File: src/rtl/fpcvt_expand.sv
// Rebuilds the two's-complement value (S ? -1 : 1) * F * 2^E from the sign/exponent/significand float fields.
// Build option FPCVT_EXPAND_BARREL_EN loads F << E in one step instead of shifting once per cycle.
`timescale 1ns/1ps
module fpcvt_expand #(
   parameter int OUT_W = 12,
   parameter int E_W   = 3,
   parameter int F_W   = 4
) (
   input  logic             clk,
   input  logic             rst_n,
   input  logic             in_valid,
   output logic             in_ready,
   input  logic             S,
   input  logic [E_W-1:0]   E,
   input  logic [F_W-1:0]   F,
   output logic             out_valid,
   input  logic             out_ready,
   output logic [OUT_W-1:0] D_out,
   output logic             busy
);

   // Handshake: a transfer happens on a rising edge where valid && ready;
   // valid stays high with its payload stable until that edge.
   typedef enum logic [1:0] {IDLE, SHIFT, NEG, HOLD} state_t;

   localparam logic [OUT_W-1:0] ONE = OUT_W'(1);

   state_t           state_q;
   logic             sign_q;
   logic [E_W-1:0]   cnt_q;
   logic [OUT_W-1:0] mag_q;
   logic [OUT_W-1:0] mag_d;
   logic [OUT_W-1:0] d_out_q;
   logic             out_valid_q;

`ifdef FPCVT_EXPAND_BARREL_EN
   assign mag_d = OUT_W'(F) << E;
`else
   assign mag_d = OUT_W'(F);
`endif

   always_ff @(posedge clk) begin
      if (!rst_n) begin
         state_q     <= IDLE;
         sign_q      <= 1'b0;
         cnt_q       <= '0;
         mag_q       <= '0;
         d_out_q     <= '0;
         out_valid_q <= 1'b0;
      end else begin
         case (state_q)
            IDLE: begin
               if (in_valid) begin
                  sign_q <= S;
                  cnt_q  <= E;
                  mag_q  <= mag_d;
`ifdef FPCVT_EXPAND_BARREL_EN
                  state_q <= NEG;
`else
                  state_q <= (E != '0) ? SHIFT : NEG;
`endif
               end
            end
            SHIFT: begin
               mag_q <= mag_q << 1;
               cnt_q <= cnt_q - E_W'(1);
               if (cnt_q == E_W'(1)) begin
                  state_q <= NEG;
               end
            end
            NEG: begin
               // Negating a zero magnitude wraps back to zero, so there is no negative zero.
               d_out_q     <= sign_q ? (~mag_q + ONE) : mag_q;
               out_valid_q <= 1'b1;
               state_q     <= HOLD;
            end
            HOLD: begin
               if (out_ready) begin
                  out_valid_q <= 1'b0;
                  state_q     <= IDLE;
               end
            end
            default: state_q <= IDLE;
         endcase
      end
   end

   assign in_ready  = (state_q == IDLE);
   assign busy      = (state_q != IDLE);
   assign out_valid = out_valid_q;
   assign D_out     = d_out_q;

endmodule

File: config.mk
export PLATFORM = sky130hd
export DESIGN_NAME = fpcvt_expand
export DESIGN_NICKNAME = d
export VERILOG_FILES = /design/src/rtl/fpcvt_expand.sv
export SDC_FILE = /design/constraint.sdc
export NUM_CORES = 1
export LEC_CHECK = 0
export ABC_AREA = 1
export ABC_CLOCK_PERIOD_IN_PS = 2020
export CAP_MARGIN = 40
export CORE_MARGIN = 2
export CORE_UTILIZATION = 45
export DETAILED_ROUTE_END_ITERATION = 7
export PLACE_DENSITY_LB_ADDON = 0.12
export SETUP_SLACK_MARGIN = 0.4
export SYNTH_ARGS = -nofsm -noshare
export SYNTH_HDL_FRONTEND = slang
export SYNTH_SLANG_ARGS = --single-unit
File: constraint.sdc
create_clock -name clk -period 2.02 [get_ports clk]
set_input_delay 0.404 -clock clk [delete_from_list [all_inputs] [get_ports clk]]
set_output_delay 0.404 -clock clk [all_outputs]
set_load 0.01 [all_outputs]
==> impl_metrics.ini, run 1 <==
[timing]
period_share_pct = 79.6
tightestPinTransition_ns = 0.337
rsz0062_at_grt = yes
period_minus_slack_ns = 1.61
fin_tns_setup_ns = 0
finalHoldViolCount = 0
max_slew_margin_pct = 77.5
postLayoutSetupSlackWorst_ns = 0.411
finClkSkew_ns = 0.00874
slew_viol_final = 0
timing.hold.ws_ns = 0.467
fmax_mhz = 622
setup_viol = 0

[logic_synthesis]
yosys_warnings = 0
synthXorXnorAreaFrac_pct = 1.60
syn_area_um2 = 1650
synth_top_family_by_area = simple AND/OR/NAND/NOR gates
postSynthAreaPerCell_um2 = 7.19
synth_fa_ha_area_share_pct = 6.08
netlist_instances = 229
yosys.area_share.simple_pct = 24.2
synth-seq-area-share_pct = 37.7
synth_compound_area_share_pct = 20.3
yosys.cell_types.count = 31
synth_nets = 249
synth_mux_area_share_pct = 0
ys_seq_elements = 31

[routing]
ant_nets = 0
wl_per_cell_um = 11.6
vias_per_cell = 4.90
post-route-drc-count = 0
drtIter0Drc = 76
first_pass_iters = 4
vias = 1505
drt_wl_total_mm = 3.57

[grt]
antenna_found_initial = 0
grt_pass1_vias = 1341
grt_pass1_wl_mm = 5.89
grt_max_degree = 19
overflow = 0
gr-usage-all-layers_pct = 18.2

[cts]
cts_hold_buf = 0
clockBufferDepth = 2
numCtsBuffers = 5
cts_tree = built
cts-htree-levels = 2
clk_pin_slew_ns = 0.10
root_buffer = clkbuf_4
clock-sinks = 31
insertion_delay_ns = 0.33

[setup_path]
worst_path_max_delay_cell = dfxtp_2
reg2reg_from = state_q[0]
cp-startpoint = state_q[1]
reg2reg_slack_ns = 0.47
cp_num_buf_inv = 3
crit_path_end_kind = primary output
crit_top_cell = inv_2
cp.required_ns = 1.62
critPathTopFamily = buffers and inverters
crit_arrival_ns = 1.20
max_stage_delay_ns = 0.34
critical_path_class = reg2out
critPathLaunchType = register
cp_cell_sequence = inv_2, ha_4, inv_2, dlygate4sd2_1
critPathMaxFanout = 3

[worst_hold_path]
hp-start = cnt_q[2]
hold_class = reg2reg

[placed_design]
port_buffers = 26
gp_congestion = 0.777
dp.cells = 295
post-place-ws_ns = 0.238
dp_hpwl_mm = 2.52

[pwr]
switching_share_pct = 43.1
ir_drop_uv = 652
cellInternalPower_mw = 1.58
p_clk_share_pct = 12.6
p_per_area_nw_per_um2 = 1350
switching_power_mw = 1.20
cellLeakagePower_nw = 0.991
seq_power_share_pct = 33.9
combPwrFrac_pct = 53.5

[finish]
instances_no_fill = 307
drive_gt1_share_pct = 13.0
final_util_pct = 60.2
multi_input_area_um2 = 882
diodes = 0
layout.area.seq_um2 = 626
finalNetCount = 280
syn_to_final_growth_pct = 24.8
fillCellCount = 317

[outcome]
status = completed

[floorplanning]
fp.dieW_um = 64.5
coreArea_um2 = 3420
rows = 21
die_area_um2 = 4160
fp.dieH_um = 64.5
start_util_pct = 48.2
ioPinCount = 27

[job]
maxCapViolCount = 0
[worst reg2reg max path: stages (launching register included)]
cell,delay (ns)
dfxtp_4,0.36
buf_4,0.13
ha_1,0.21
buf_4,0.19
nand2_1,0.12
o211ai_4,0.11
or2_1,0.24
a21oi_2,0.11
[cells by family after synthesis]
| kind of cell | Yosys count |
|---|---|
| buffers and inverters | 39 |
| AND/OR/NAND/NOR | 94 |
| flip-flops | 31 |
| adder cells (fa/ha/maj) | 8 |
| XOR/XNOR | 3 |
| AO/OA/AOI/OAI | 54 |
[flip-flops by register name, indices dropped and copies added (netlist names)]
register / count
sign_q: 1
mag_q: 12
state_q: 2
cnt_q: 3
out_valid: 1
D_out: 12
[final timing paths]
kind | endpoint | cells after the start
worst min register to register | cnt_q[2] | 2
worst max-delay path | busy | 4
worst min-delay path | cnt_q[2] | 2
worst max register to register | state_q[1] | 7
[layout by cell type, fill, tap and decap left out, types with 2 or more instances in the layout]
cell | Yosys | final
nand2_1 | 47 | 47
clkbuf_1 | 3 | 2
ha_1 | 8 | 6
xor2_1 | 2 | 2
o211ai_1 | 3 | 3
a31oi_1 | 3 | 3
dlymetal6s2s_1 | 0 | 7
nand4_1 | 3 | 3
nor2_1 | 21 | 21
clkbuf_4 | 0 | 5
nand3_1 | 17 | 17
clkdlybuf4s50_1 | 0 | 11
a21oi_1 | 17 | 17
dlygate4sd2_1 | 0 | 7
dfxtp_1 | 31 | 29
or2_1 | 2 | 2
nand3b_1 | 2 | 2
a21oi_2 | 2 | 2
buf_4 | 0 | 8
o21ai_0 | 9 | 9
inv_1 | 24 | 22
inv_2 | 5 | 6
o21ai_1 | 12 | 12
[synthesized netlist by cell type]
| cell | number | area (um^2) |
|---|---|---|
| buf_6 | 2 | 22.5 |
| dfxtp_1 | 31 | 621 |
| o21ai_0 | 9 | 45.0 |
| nand3_1 | 17 | 85.1 |
| a22oi_1 | 1 | 7.51 |
| nand3b_1 | 2 | 15.0 |
| buf_2 | 4 | 20.0 |
| inv_2 | 5 | 18.8 |
| nor2_1 | 21 | 78.8 |
| a21oi_1 | 17 | 85.1 |
| clkbuf_1 | 3 | 11.3 |
| nand2_1 | 47 | 176 |
| a31oi_1 | 3 | 18.8 |
| buf_1 | 1 | 3.75 |
| inv_1 | 24 | 90.1 |
| nand2_2 | 1 | 6.26 |
| xnor2_1 | 1 | 8.76 |
| a21o_1 | 1 | 7.51 |
| o211ai_4 | 1 | 21.3 |
| o21bai_2 | 1 | 11.3 |
| o21ai_1 | 12 | 60.1 |
| o211ai_1 | 3 | 22.5 |
| a211oi_1 | 1 | 7.51 |
| a21oi_2 | 2 | 17.5 |
| ha_1 | 8 | 100 |
| nor2_2 | 1 | 6.26 |
| or2_1 | 2 | 12.5 |
| o21ai_2 | 2 | 17.5 |
| nand4_1 | 3 | 18.8 |
| a211oi_2 | 1 | 12.5 |
| xor2_1 | 2 | 17.5 |
[power groups by stage]
stage	Sequential (mW)	Clock [mW]	Combinational [mW]
after floorplan	0.965	0	0.974
after global placement	0.951	0	1.41
after detailed placement	0.955	0	1.41
after CTS	0.938	0.355	1.44
after global routing	0.971	0.384	1.65
final	0.939	0.351	1.48
[layout make-up]
| class | instances | area share (%) |
|---|---|---|
| multi-input cells | 159 | 42.9 |
| flip-flops and latches | 31 | 30.4 |
| repair buffers | 34 | 16.0 |
| inverters | 29 | 5.42 |
| well taps | 46 | 2.80 |
| clock buffers | 7 | 2.19 |
| clock inverters | 1 | 0.243 |
[stage by stage]
stage / area [um^2] / power [mW]
after global placement: 1940 / 2.36
after global routing: 2060 / 3.00
after CTS: 2010 / 2.73
after floorplan: 1650 / 1.94
final: 2060 / 2.77
after detailed placement: 1940 / 2.37
[per-layer routing]
layer,track usage (%),part of all wire (%),up-vias
met4,8.51,2.1,0
met5,0,0,-
li1,-,-,806
met3,5.03,3.8,9
met1,23.3,51,665
met2,28.4,43,25
[repair_timing]
item / in CTS / in global routing
resized for setup: 14 / 12
pin swaps: 0 / 2
buffers inserted: 1 / 3
hold endpoints to repair: 0 / 0
setup endpoints to repair: 19 / 15
cloned: 0 / 0
No activity file was read; power rests on OpenSTA's default activity.
==> inputs of run 2 (changes only) <==
ABC_CLOCK_PERIOD_IN_PS = 1500   (was 2020)
clock period = 1.5 ns   (was 2.02 ns; I/O delays follow)
==> impl_metrics.ini, run 2 (synthesis results as in run 1) <==
[outcome]
status = completed

[finish]
layout.area.seq_um2 = 651
layout_commonest_cell = nand2_1
multi_input_area_um2 = 1040
final_cell_mix = 40 x nand2_1, 25 x buf_6, 22 x buf_4
final_util_pct = 75.4
drive_gt1_share_pct = 43.4
finish.instance_area_um2 = 2580
diodes = 0
syn_to_final_growth_pct = 56.5
finalNetCount = 307
fillCellCount = 246

[routing]
wl_per_cell_um = 13.8
post-route-drc-count = 0
drt_wl_total_mm = 4.61
ant_nets = 0
vias_per_cell = 5.13
vias = 1715
drtIter0Drc = 151
first_pass_iters = 4

[timing]
timing.hold.ws_ns = 0.475
tightestPinTransition_ns = 0.402
rsz0062_at_grt = yes
max_slew_margin_pct = 73.1
fin_tns_setup_ns = 0
finClkSkew_ns = 0.0168
slew_viol_final = 0
period_minus_slack_ns = 1.41
fmax_mhz = 710
setup_viol = 0
period_share_pct = 93.9
finalHoldViolCount = 0

[worst_hold_path]
min_path_cells = 2
hp-start = cnt_q[2]
hold_end = cnt_q[2]
hold_class = reg2reg

[cts]
cts_tree = built
numCtsBuffers = 5
cts-htree-levels = 2
clockBufferDepth = 2
clk_pin_slew_ns = 0.11
clock-sinks = 31
root_buffer = clkbuf_4
cts_hold_buf = 0
insertion_delay_ns = 0.34

[job]
maxCapViolCount = 0

[placed_design]
gp_congestion = 0.815
dp_hpwl_mm = 2.53
port_buffers = 26
dpl_cell_area_um2 = 2030

[grt]
gr-usage-all-layers_pct = 20.9
grt_max_degree = 25
antenna_found_initial = 0
grt_pass1_vias = 1550
grt_pass1_wl_mm = 6.86
overflow = 0

[setup_path]
cp.required_ns = 1.20
cp-startpoint = state_q[1]
reg2reg_from = state_q[1]
r2r-end = mag_q[2]
crit_path_end_kind = primary output
crit_arrival_ns = 1.11
critical_path_class = reg2out
reg2reg_depth = 8
reg2reg_slack_ns = 0.11
critPathMaxFanout = 3
critPathLaunchType = register

[pwr]
combPwrFrac_pct = 61.0
p_per_area_nw_per_um2 = 2050
switching_share_pct = 39.8
switching_power_mw = 2.11
cellInternalPower_mw = 3.18
cellLeakagePower_nw = 1.10
power_mw = 5.29
seq_power_share_pct = 25.6
ir_drop_uv = 1140
p_clk_share_pct = 13.4

[floorplanning]
rows = 21
fp.dieH_um = 64.5
die_area_um2 = 4160
coreArea_um2 = 3420
ioPinCount = 27
fp.dieW_um = 64.5
start_util_pct = 48.2
## run 2: worst max-delay path, stage by stage, from the launching register on
cell and delay [ns]:
dfxtp_2 0.37, inv_2 0.07, ha_4 0.17, inv_2 0.06
buf_6 0.09
## run 2: cell type report
type	count	share of cell area [%]
multi-input cells	159	40.2
flip-flops and latches	31	25.3
repair buffers	61	24.3
inverters	29	4.61
well taps	46	2.23
clock buffers	6	1.99
clock inverters	2	1.36
## run 2: worst max path at each step
stage / slack (ns) / to / cells after the start
floorplan: 0.13 / state_q[1] / 8
global placement: 0.04 / state_q[1] / 5
detailed placement: 0.01 / state_q[1] / 5
CTS: 0.15 / busy / 4
global route: 0.04 / cnt_q[2] / 9
finish: 0.09 / busy / 4
## run 2: layer usage
metal	share of wire [%]	global-route usage, %	vias to the layer above
met5	0	0	-
met4	3.2	7.18	0
met3	4.8	4.34	18
met2	48	35.2	55
met1	44	26.6	774
li1	-	-	868
## run 2: stage by stage
stage               worst slack (ns)  instances
floorplan                      0.129        229
global placement              0.0385        301
detailed placement            0.0147        301
CTS                            0.153        321
global route                  0.0391        334
finish                        0.0909        334
## run 2: power groups by stage
stage / clock network, mW / logic [mW] / registers (mW)
2_1_floorplan: 0 / 1.44 / 1.32
3_3_place_gp: 0 / 2.15 / 1.27
3_5_place_dp: 0 / 2.16 / 1.28
4_1_cts: 0.707 / 2.57 / 1.32
5_1_grt: 0.748 / 3.50 / 1.38
6_report: 0.711 / 3.23 / 1.35
## run 2: repair_timing
| action | CTS | global route |
|---|---|---|
| resized for setup | 113 | 32 |
| gates cloned | 0 | 4 |
| pin swaps | 8 | 13 |
| setup buffers | 12 | 9 |
| setup endpoints to repair | 45 | 46 |
